$ cat src/rtl/mem_port_arbiter_if.sv
// Memory request/response port (sram-like): req/addr_ok handshake, then one data_ok response.
// The master drives the request. The slave answers with addr_ok, data_ok and rdata.
interface mem_port_arbiter_if;
    logic        req;
    logic        wr;
    logic [3:0]  wstrb;
    logic [31:0] addr;
    logic [31:0] wdata;
    logic        addr_ok;
    logic        data_ok;
    logic [31:0] rdata;

    modport master (
        output req,
        output wr,
        output wstrb,
        output addr,
        output wdata,
        input  addr_ok,
        input  data_ok,
        input  rdata
    );

    modport slave (
        input  req,
        input  wr,
        input  wstrb,
        input  addr,
        input  wdata,
        output addr_ok,
        output data_ok,
        output rdata
    );
endinterface

$ cat src/rtl/mem_port_arbiter.sv
// Shares one bus port between the fetch port and the data port.
// One transaction is in flight at a time. A cancelled fetch completes on the bus but is dropped.
module mem_port_arbiter #(
    parameter int unsigned STARVE_MAX = 4
) (
    input  logic               clk,
    input  logic               reset,
    input  logic               inst_cancel,
    mem_port_arbiter_if.slave  inst,
    mem_port_arbiter_if.slave  data,
    mem_port_arbiter_if.master bus
);

    localparam logic [3:0] SMAX = 4'(STARVE_MAX);

    typedef enum logic [1:0] {
        IDLE = 2'd0,
        ADDR = 2'd1,
        WAIT = 2'd2
    } state_t;

    state_t     state;
    state_t     state_nxt;
    logic       owner;
    logic       cancelled;
    logic [3:0] starve_cnt;
    logic       inst_win;
    logic       inst_grant;
    logic       data_grant;
    logic       in_wait;
    logic       unused_inst;

    assign unused_inst = ^{inst.wr, inst.wstrb, inst.wdata};

    // Data wins unless it is absent or fetch has been passed over too often.
    always_comb begin
        inst_win = inst.req & (~data.req | (starve_cnt == SMAX));
    end

    // Next state and grant pulses; grants happen only from IDLE.
    always_comb begin
        state_nxt  = state;
        inst_grant = 1'b0;
        data_grant = 1'b0;
        unique case (state)
            IDLE: begin
                if (inst.req | data.req) begin
                    state_nxt  = ADDR;
                    inst_grant = inst_win;
                    data_grant = ~inst_win;
                end
            end
            ADDR: begin
                if (bus.addr_ok) begin
                    state_nxt = WAIT;
                end
            end
            WAIT: begin
                if (bus.data_ok) begin
                    state_nxt = IDLE;
                end
            end
            default: begin
                state_nxt = IDLE;
            end
        endcase
    end

    assign inst.addr_ok = inst_grant;
    assign data.addr_ok = data_grant;

    // State register.
    always_ff @(posedge clk or posedge reset) begin
        if (reset) begin
            state <= IDLE;
        end else begin
            state <= state_nxt;
        end
    end

    // Latch the winner's payload and hold it until the bus accepts it.
    always_ff @(posedge clk or posedge reset) begin
        if (reset) begin
            bus.req   <= 1'b0;
            bus.wr    <= 1'b0;
            bus.wstrb <= 4'h0;
            bus.addr  <= 32'h0;
            bus.wdata <= 32'h0;
            owner     <= 1'b0;
        end else if (inst_grant) begin
            bus.req   <= 1'b1;
            bus.wr    <= 1'b0;
            bus.wstrb <= 4'h0;
            bus.addr  <= inst.addr;
            bus.wdata <= 32'h0;
            owner     <= 1'b0;
        end else if (data_grant) begin
            bus.req   <= 1'b1;
            bus.wr    <= data.wr;
            bus.wstrb <= data.wr ? data.wstrb : 4'h0;
            bus.addr  <= data.addr;
            bus.wdata <= data.wdata;
            owner     <= 1'b1;
        end else if ((state == ADDR) && bus.addr_ok) begin
            bus.req   <= 1'b0;
        end
    end

    // Remember a flush against an in-flight fetch until the bus answers.
    always_ff @(posedge clk or posedge reset) begin
        if (reset) begin
            cancelled <= 1'b0;
        end else if (state_nxt == IDLE) begin
            cancelled <= 1'b0;
        end else if ((state != IDLE) && ~owner && inst_cancel) begin
            cancelled <= 1'b1;
        end
    end

    // Count data grants that overtook a waiting fetch.
    always_ff @(posedge clk or posedge reset) begin
        if (reset) begin
            starve_cnt <= 4'h0;
        end else if (inst_grant) begin
            starve_cnt <= 4'h0;
        end else if (data_grant && inst.req && (starve_cnt != SMAX)) begin
            starve_cnt <= starve_cnt + 4'h1;
        end
    end

    // Route the bus response to its owner; drop a flushed fetch.
    always_comb begin
        in_wait      = (state == WAIT);
        inst.data_ok = in_wait & bus.data_ok & ~owner
                     & ~cancelled & ~inst_cancel;
        data.data_ok = in_wait & bus.data_ok & owner;
        inst.rdata   = bus.rdata;
        data.rdata   = bus.rdata;
    end

endmodule

$ cat src/flat_wrapper.sv
// flat-port wrapper written by rule: the top's interface ports become plain ports
module mem_port_arbiter_flat 
#(
    parameter int unsigned STARVE_MAX = 4
)
  (clk, reset, inst_cancel, inst_req, inst_wr, inst_wstrb, inst_addr, inst_wdata, inst_addr_ok, inst_data_ok, inst_rdata, data_req, data_wr, data_wstrb, data_addr, data_wdata, data_addr_ok, data_data_ok, data_rdata, bus_req, bus_wr, bus_wstrb, bus_addr, bus_wdata, bus_addr_ok, bus_data_ok, bus_rdata);
  mem_port_arbiter_if inst_i ();
  mem_port_arbiter_if data_i ();
  mem_port_arbiter_if bus_i ();
  input  logic clk;
  input  logic reset;
  input  logic inst_cancel;
  input wire logic [$bits(inst_i.req)-1:0] inst_req;
  input wire logic [$bits(inst_i.wr)-1:0] inst_wr;
  input wire logic [$bits(inst_i.wstrb)-1:0] inst_wstrb;
  input wire logic [$bits(inst_i.addr)-1:0] inst_addr;
  input wire logic [$bits(inst_i.wdata)-1:0] inst_wdata;
  output wire logic [$bits(inst_i.addr_ok)-1:0] inst_addr_ok;
  output wire logic [$bits(inst_i.data_ok)-1:0] inst_data_ok;
  output wire logic [$bits(inst_i.rdata)-1:0] inst_rdata;
  input wire logic [$bits(data_i.req)-1:0] data_req;
  input wire logic [$bits(data_i.wr)-1:0] data_wr;
  input wire logic [$bits(data_i.wstrb)-1:0] data_wstrb;
  input wire logic [$bits(data_i.addr)-1:0] data_addr;
  input wire logic [$bits(data_i.wdata)-1:0] data_wdata;
  output wire logic [$bits(data_i.addr_ok)-1:0] data_addr_ok;
  output wire logic [$bits(data_i.data_ok)-1:0] data_data_ok;
  output wire logic [$bits(data_i.rdata)-1:0] data_rdata;
  output wire logic [$bits(bus_i.req)-1:0] bus_req;
  output wire logic [$bits(bus_i.wr)-1:0] bus_wr;
  output wire logic [$bits(bus_i.wstrb)-1:0] bus_wstrb;
  output wire logic [$bits(bus_i.addr)-1:0] bus_addr;
  output wire logic [$bits(bus_i.wdata)-1:0] bus_wdata;
  input wire logic [$bits(bus_i.addr_ok)-1:0] bus_addr_ok;
  input wire logic [$bits(bus_i.data_ok)-1:0] bus_data_ok;
  input wire logic [$bits(bus_i.rdata)-1:0] bus_rdata;
  assign inst_i.req = inst_req;
  assign inst_i.wr = inst_wr;
  assign inst_i.wstrb = inst_wstrb;
  assign inst_i.addr = inst_addr;
  assign inst_i.wdata = inst_wdata;
  assign inst_addr_ok = inst_i.addr_ok;
  assign inst_data_ok = inst_i.data_ok;
  assign inst_rdata = inst_i.rdata;
  assign data_i.req = data_req;
  assign data_i.wr = data_wr;
  assign data_i.wstrb = data_wstrb;
  assign data_i.addr = data_addr;
  assign data_i.wdata = data_wdata;
  assign data_addr_ok = data_i.addr_ok;
  assign data_data_ok = data_i.data_ok;
  assign data_rdata = data_i.rdata;
  assign bus_req = bus_i.req;
  assign bus_wr = bus_i.wr;
  assign bus_wstrb = bus_i.wstrb;
  assign bus_addr = bus_i.addr;
  assign bus_wdata = bus_i.wdata;
  assign bus_i.addr_ok = bus_addr_ok;
  assign bus_i.data_ok = bus_data_ok;
  assign bus_i.rdata = bus_rdata;
  mem_port_arbiter #(.STARVE_MAX(STARVE_MAX)) u_core (.clk(clk), .reset(reset), .inst_cancel(inst_cancel), .inst(inst_i), .data(data_i), .bus(bus_i));
endmodule
$ cat config.mk
export PLATFORM = sky130hd
export DESIGN_NAME = mem_port_arbiter_flat
export DESIGN_NICKNAME = d
export VERILOG_FILES = /design/src/rtl/mem_port_arbiter_if.sv /design/src/rtl/mem_port_arbiter.sv /design/src/flat_wrapper.sv
export SDC_FILE = /design/constraint.sdc
export NUM_CORES = 1
export LEC_CHECK = 0
export ABC_AREA = 0
export CELL_PAD_IN_SITES_DETAIL_PLACEMENT = 0
export CELL_PAD_IN_SITES_GLOBAL_PLACEMENT = 1
export CORE_AREA = 2 2 134 136
export DETAILED_ROUTE_END_ITERATION = 8
export DIE_AREA = 0 0 136 138
export PLACE_DENSITY_LB_ADDON = 0.08
export SLEW_MARGIN = 25
export SYNTH_ARGS = -nofsm -noshare
export SYNTH_HDL_FRONTEND = slang
export SYNTH_SLANG_ARGS = --single-unit
$ cat constraint.sdc
create_clock -name clk -period 3.75 [get_ports clk]
set_clock_uncertainty 0.1 [all_clocks]
set_input_delay 0.75 -clock clk [delete_from_list [all_inputs] [get_ports clk]]
set_output_delay 0.75 -clock clk [all_outputs]
set_load 0.03 [all_outputs]
# Word-level counts from Yosys, hierarchy flattened
# Cells that the tools add are included.
[totals]
ff_bits = 78
in_bits = 177
wordCells = 65
[op_classes]
n_addsub = 1
eq_ne = 4
muxes = 26
n_bitwise = 13
n_reduce_logical = 12
[ops]
columns = ["operator", "count"]
rows = [
  ["32-bit 2-to-1 mux", 4],
  ["4-bit 2-to-1 mux", 5],
  ["1-bit 2-to-1 mux", 13],
  ["2-bit nonzero test", 4],
  ["1-bit AND", 6],
  ["2-bit 2-to-1 mux", 3],
  ["2-bit one-hot mux with 3 select lines", 1],
  ["1-bit logical AND", 5],
  ["1-bit NOT", 5],
  ["4-bit by 1-bit adder with 4-bit output (second input constant)", 1],
  ["4-bit by 3-bit equality test with 1-bit output (second input constant)", 1],
  ["2-bit zero test", 2],
  ["4-bit by 3-bit inequality test with 1-bit output (second input constant)", 1],
  ["3-bit nonzero test", 1],
  ["2-bit by 1-bit equality test with 1-bit output (second input constant)", 1],
  ["2-bit equality test (second input constant)", 1],
  ["1-bit bitwise OR", 2],
]

# Depth between registers and ports, before layout
# Gate-level depths: netlist (run 1).
[depth]
word_depth = 10
ltp_mapped = 7

# Least setup slack after synthesis (run 1)
# No wires, ideal clock.
[synth_timing]
path_kind = "in2out"
start = "input inst_req"
end = "output inst_addr_ok"
t_arrival_ns = 1.750
slack_ns = 1.150
cell_stages = 5
cell_sequence = "buf_4 or3b_1 buf_2 a21oi_1 buf_2"
[synth_via]
elab_chain_len = 3
[synth_lines]
columns = ["item", "line", "text"]
rows = [
  ["start, declared", "flat_wrapper.sv:13", "input wire logic [$bits(inst_i.req)-1:0] inst_req;"],
  ["1-bit AND or 1-bit bitwise OR (tied branches)", "mem_port_arbiter.sv:37, mem_port_arbiter.sv:47", ""],
  ["1-bit 2-to-1 mux (*)", "mem_port_arbiter.sv:47", "if (inst.req | data.req) begin"],
  ["1-bit 2-to-1 mux (*)", "mem_port_arbiter.sv:45", "unique case (state)"],
  ["end, declared", "flat_wrapper.sv:18", "output wire logic [$bits(inst_i.addr_ok)-1:0] inst_addr_ok;"],
]
# Every way passes the cells marked *; elsewhere a longest branch is shown, timed or not.

# Worst setup path in the final report (run 1)
[layout_timing]
start = "input inst_req"
end = "output data_addr_ok"
[layout_via]
elab_chain_len = 4
[layout_lines]
columns = ["item", "line", "text"]
rows = [
  ["1-bit AND", "mem_port_arbiter.sv:37", "inst_win = inst.req & (~data.req | (starve_cnt == SMAX));"],
  ["1-bit NOT", "mem_port_arbiter.sv:50", "data_grant = ~inst_win;"],
  ["1-bit 2-to-1 mux (*)", "mem_port_arbiter.sv:47", ""],
  ["1-bit 2-to-1 mux (*)", "mem_port_arbiter.sv:45", ""],
  ["end, declared", "flat_wrapper.sv:26", "output wire logic [$bits(data_i.addr_ok)-1:0] data_addr_ok;"],
]
# Marked as above.

==> impl_metrics.py, run 1 <==
metrics = {
    "run_status": {
        "status": "complete, no violations",
    },
    "pwr": {
        "p_sw_mw": 2.01,
        "p_seq_share_pct": 28.7,
        "cellInternalPower_mw": 3.02,
        "leakage_nw": 2.83,
        "ir_drop_v": 0.000275,
        "p_clk_share_pct": 21.9,
        "switching_share_pct": 40.0,
        "p_per_area_nw_per_um2": 829,
        "p_comb_share_pct": 49.4,
    },
    "floorplan": {
        "coreArea_um2": 17500,
        "rows": 49,
        "die_h_um": 138,
        "die_w_um": 136,
        "start_util_pct": 23.5,
        "ios": 315,
        "dieArea_um2": 18800,
    },
    "cts": {
        "htreeDepth": 3,
        "clock_latency_ns": 0.34,
        "cts_num_sinks": 78,
        "cts.clk_slew.worst_paths_ns": 0.06,
        "cts_made_buffers": 9,
        "clock_tree.root_cell": "clkbuf_16",
        "cts_tree": "done",
        "cts_setup_buffers": 0,
        "hold_buffers": 0,
        "cts_resized": 0,
        "clock_path_buffers": 2,
    },
    "placed_design": {
        "gp_congestion": 0.679,
        "hpwl_um": 7980,
        "io_buffers": 181,
    },
    "yosys": {
        "synth.distinct_cells": 33,
        "netlist_area_um2": 4120,
        "postSynthAreaPerCell_um2": 10.3,
        "synth_seq_area_share_pct": 47.4,
        "synth_area_leaders": "dfrtp_1 (47%), buf_4 (12%), a22o_1 (7.0%)",
        "synth_top_area_share_pct": 47.4,
        "yosysWarnings": 0,
        "yosys_register_bits": 78,
        "synthesis.nets": 579,
        "synth_top_area_cell": "dfrtp_1",
        "syn_inst": 400,
    },
    "sta": {
        "slew_headroom_pct": 57.6,
        "tns_ns": 0,
        "fin_crit_ns": 3.28,
        "worst_pin_slew_ns": 0.636,
        "hold_ws_ns": 0.388,
        "period_share_pct": 87.4,
        "clock.fmax_mhz": 305,
        "finalMaxSlewViolations": 0,
        "setup_viol": 0,
        "rsz0062_at_grt": "no",
        "hold_violations": 0,
    },
    "worst_setup_path": {
        "critPathMaxStageDelay_ns": 0.68,
        "crit_top_cell": "clkdlybuf4s50_1",
        "critPathLaunchType": "input port",
        "end_kind": "primary output",
        "worstPathRequired_ns": 2.90,
        "crit_slowest_cell": "clkdlybuf4s50_1",
        "path_max_fanout": 7,
        "cp_cell_sequence": "clkdlybuf4s50_1, nand4b_2, and3_2, clkdlybuf4s50_1",
        "critPathKind": "input port to primary output",
        "arrival_ns": 2.43,
    },
    "cells_and_area": {
        "n_antenna_cell": 0,
        "drive_gt1_share_pct": 5.83,
        "fill_cells": 1785,
        "syn2layout_area_growth_pct": 47.5,
        "fin_nets": 689,
    },
    "route": {
        "via_per_inst": 4.42,
        "vias": 3286,
        "wl_per_cell_um": 16.5,
        "firstDrtPassIters": 6,
        "detail_route.wirelength_um": 12300,
        "ant_nets": 0,
        "drtIter0Drc": 163,
        "drcViolationCount": 0,
    },
    "grt": {
        "grt_pass1_wl_um": 19200,
        "antenna_found_initial": 0,
        "grt_max_degree": 79,
        "grt_pass1_vias": 3422,
        "track_usage_pct": 13.1,
        "overflow": 0,
    },
    "min_path": {
        "hold_path.class": "flop to flop",
    },
    "flow_run": {
        "maxCapViolations": 0,
    },
}
[cells in the final DEF, fill, tap and decap left out, types with 2 or more instances in the layout]
cell type	netlist	final
bufinv_16	0	4
clkinv_2	0	2
a21oi_1	3	3
a32o_1	4	4
nor2_1	24	24
mux2i_1	24	24
a221oi_1	23	23
inv_1	55	54
clkdlybuf4s50_1	0	180
clkbuf_16	0	9
nand2_1	4	4
a222oi_1	9	9
ha_1	2	2
buf_12	0	2
buf_4	65	6
nand2b_1	27	27
nand3_1	2	2
o21ai_0	5	5
a22o_1	33	33
nand4_1	2	2
dfrtp_1	78	78
nand3b_1	3	3
[registers in the layout, indices dropped and copies added, names as in the netlist]
register,cells
u_core.bus.addr,32
u_core.starve_cnt,4
u_core.cancelled,1
u_core.owner,1
u_core.bus.req,1
u_core.bus.wstrb,4
u_core.bus.wdata,32
u_core.state,2
u_core.bus.wr,1
[power by group through the flow]
stage / clock network [mW] / logic, mW / registers (mW)
floorplan: 0 / 0.906 / 2.10
detailed placement: 0 / 2.53 / 1.45
global placement: 0 / 2.52 / 1.45
global route: 1.18 / 2.67 / 1.50
CTS: 1.15 / 2.54 / 1.45
finish: 1.10 / 2.49 / 1.44
[cell families after synthesis]
kind of cell / synth area share (%)
compound gates: 17.2
mux: 5.84
fa+ha+maj: 0.608
simple gates: 9.30
buf+inv: 19.7
flops: 47.4
[per-layer routing]
metal  vias to the layer above  part of all wire, %  GRT usage, %
met4                         0                  1.4          4.99
met5                         -                    0             0
met1                      1569                   43          16.5
li1                       1536                    -             -
met2                       168                   45          19.8
met3                        13                   11          5.65
[metrics by stage]
stage                     utilization (%)  power, mW  std cells  setup slack, ns  cell area [µm²]
final                                34.6       5.03        744            0.472             6070
after floorplan                         -       3.01        400            0.905             4120
after CTS                            34.6       5.13        744            0.427             6070
after detailed placement             32.5       3.98        728            0.430             5700
after global routing                 34.6       5.34        744            0.380             6070
after global placement               32.5       3.97        728            0.426             5700
[synthesized netlist by cell type]
cell type and instances:
nand4_1 2, a221oi_1 23, nand2b_1 27, a2111oi_1 1, a222oi_1 9, nor2_4 1, or4b_1 1, o21ai_0 5
nand4b_2 1, buf_4 65, a211oi_1 1, dfrtp_1 78, or3b_1 1, and3_1 1, a31oi_1 1, a32o_1 4
nor4_1 1, a221o_1 1, and2_1 1, nand3b_1 3, buf_2 8, mux2i_1 24, ha_1 2, nand3_1 2
nand2_1 4, buf_6 2, nor2_1 24, clkbuf_1 14, a22o_1 33, inv_1 55, o21a_1 1, o21ai_1 1
a21oi_1 3
[worst max-delay path: cells and delay by family]
kind	cells	cell delay, ns
buffers and inverters	2	1.25
and+or+nand+nor	2	0.42
[layout make-up]
class	count	area, µm²	share of cell area, %
multi-input combinational	178	1370	22.5
timing repair buffer	188	1890	31.1
clock inverter	7	145	2.39
clock buffer	9	225	3.71
sequential	78	1950	32.2
tap	229	287	4.72
inverter	55	208	3.42
[path summary, 6_finish.rpt]
kind                                     start                   end  slack, ns  depth (start not counted)
setup / recovery                      inst_req          data_addr_ok       0.47                          4
hold / removal             u_core.bus.wstrb[2]   u_core.bus.wstrb[2]       0.39                          1
setup reg to reg               u_core.state[0]   u_core.bus.addr[10]       1.74                          3
hold reg to reg            u_core.bus.wstrb[2]   u_core.bus.wstrb[2]       0.39                          1
max in group asynchronous                reset  u_core.starve_cnt[3]       2.48                          3
min in group asynchronous                reset  u_core.bus.wdata[20]       0.74                          3
No activity file was read; power rests on OpenSTA's default activity.
==> inputs of run 2 (changes only) <==
- RECOVER_POWER: not set -> 50
==> run 2 against run 1 <==
The run now ends with max-capacitance violations, max-slew violations left; cell count is the same; non-clock buffer count stayed put; cell area decreased by 0.49%; wire length fell by 0.11%; register-to-register slack worse by 0.84 ns; critical path type unchanged; largest cell class unchanged.
==> impl_metrics.py, run 2 (synthesis results as in run 1) <==
metrics = {
    "cts": {
        "cts_tree": "done",
        "cts_made_buffers": 9,
        "cts_resized": 0,
        "cts_setup_buffers": 0,
        "clock_tree.root_cell": "clkbuf_16",
        "htreeDepth": 3,
        "cts_num_sinks": 78,
        "clock_latency_ns": 0.34,
        "clock_path_buffers": 2,
        "hold_buffers": 0,
        "cts.clk_slew.worst_paths_ns": 0.06,
    },
    "worst_setup_path": {
        "crit_start": "inst_req",
        "cp_num_buf_inv": 2,
        "path_max_fanout": 7,
        "crit_slowest_cell": "clkdlybuf4s50_1",
        "arrival_ns": 2.49,
        "cp_cell_sequence": "dlygate4sd3_1, nand4b_2, and3_2, clkdlybuf4s50_1",
        "cpLargestDelayFamily": "buffers and inverters",
        "end_kind": "primary output",
        "critPathLaunchType": "input port",
        "critPathMaxStageDelay_ns": 0.68,
        "reg2reg_from": "u_core.state[0]",
        "worstPathRequired_ns": 2.90,
        "critPathKind": "input port to primary output",
    },
    "sta": {
        "rsz0062_at_grt": "no",
        "hold_violations": 0,
        "slew_headroom_pct": -39.9,
        "worst_pin_slew_ns": 2.10,
        "clock.fmax_mhz": 299,
        "setup_ws_ns": 0.406,
        "period_share_pct": 89.2,
        "tns_ns": 0,
        "finalMaxSlewViolations": 152,
        "fin_crit_ns": 3.34,
        "setup_viol": 0,
    },
    "cells_and_area": {
        "multiInputGateArea_um2": 1370,
        "syn2layout_area_growth_pct": 46.7,
        "final_common_cell": "clkdlybuf4s50_1",
        "post-route-util_pct": 34.5,
        "fill_cells": 1789,
        "seqCellArea_um2": 1950,
        "drive_gt1_share_pct": 5.83,
        "n_antenna_cell": 0,
        "fin_nets": 689,
        "final_cell_mix": "clkdlybuf4s50_1 (177), dfrtp_1 (78), inv_1 (54)",
        "reg.largest.list": "u_core.bus.addr: 32 flops, u_core.bus.wdata: 32 flops",
    },
    "placed_design": {
        "hpwl_um": 7980,
        "gp_congestion": 0.679,
        "place_ws_ns": 0.430,
        "io_buffers": 181,
    },
    "route": {
        "ant_nets": 0,
        "via_per_inst": 4.43,
        "vias": 3295,
        "detail_route.wirelength_um": 12300,
        "wl_per_cell_um": 16.5,
        "firstDrtPassIters": 6,
        "drcViolationCount": 0,
        "drtIter0Drc": 156,
    },
    "pwr": {
        "ir_drop_v": 0.000276,
        "p_per_area_nw_per_um2": 831,
        "power_mw": 5.02,
        "leakage_nw": 2.81,
    },
    "run_status": {
        "violations": "max-capacitance violations, max-slew violations",
        "status": "finished with violations",
    },
    "floorplan": {
        "dieArea_um2": 18800,
        "start_util_pct": 23.5,
        "coreArea_um2": 17500,
        "rows": 49,
        "ios": 315,
        "die_w_um": 136,
        "die_h_um": 138,
    },
    "flow_run": {
        "maxCapViolations": 2,
    },
    "grt": {
        "grt_max_degree": 79,
        "grt_pass1_wl_um": 19200,
        "track_usage_pct": 13.1,
        "antenna_found_initial": 0,
        "grt_pass1_vias": 3422,
        "overflow": 0,
    },
    "min_path": {
        "hold_path.class": "flop to flop",
        "hold_path_startpoint": "u_core.bus.wstrb[2]",
    },
}
==> run 2: power breakdown <==
group          switching (mW)  internal [mW]  total, mW
logic                    1.41           1.07       2.47
registers               0.226           1.22       1.44
clock network           0.379          0.723       1.10
total                    2.01           3.01       5.02
==> run 2: path summary, 6_finish.rpt <==
path	end	cells after the start	slack, ns
worst max-delay path	data_addr_ok	4	0.41
worst min-delay path	u_core.bus.wstrb[2]	1	0.39
worst max register to register	u_core.bus.addr[6]	5	0.90
worst min register to register	u_core.bus.wstrb[2]	1	0.39
max in group asynchronous	u_core.starve_cnt[2]	3	0.77
min in group asynchronous	u_core.bus.wdata[20]	3	1.55
==> run 2: layout make-up <==
type / count / share of cell area (%)
Multi-Input combinational cell: 178 / 22.6
Sequential cell: 78 / 32.3
Tap cell: 229 / 4.74
Timing Repair Buffer: 188 / 30.7
Inverter: 55 / 3.44
Clock inverter: 7 / 2.40
Clock buffer: 9 / 3.73
==> run 2: per-layer routing <==
| metal | wire length [µm] | global-route usage (%) | vias to the layer above |
|---|---|---|---|
| met5 | 0 | 0 | - |
| met4 | 175 | 4.99 | 0 |
| met3 | 1320 | 5.65 | 13 |
| met2 | 5520 | 19.8 | 167 |
| met1 | 5270 | 16.5 | 1579 |
| li1 | - | - | 1536 |
==> run 2: stage by stage <==
step / area (µm²) / cells / hold slack (ns)
5_1_grt: 6040 / 744 / 0.401
3_5_place_dp: 5700 / 728 / 0.382
2_1_floorplan: 4120 / 400 / 0.394
4_1_cts: 6070 / 744 / 0.397
3_3_place_gp: 5700 / 728 / 0.373
6_report: 6040 / 744 / 0.389
==> run 2: worst register-to-register path: cells and delay by family (launching register included) <==
family	cells	cell delay [ns]
simple gates	1	0.14
compound gates	2	0.77
flops	1	0.47
buf+inv	2	1.25
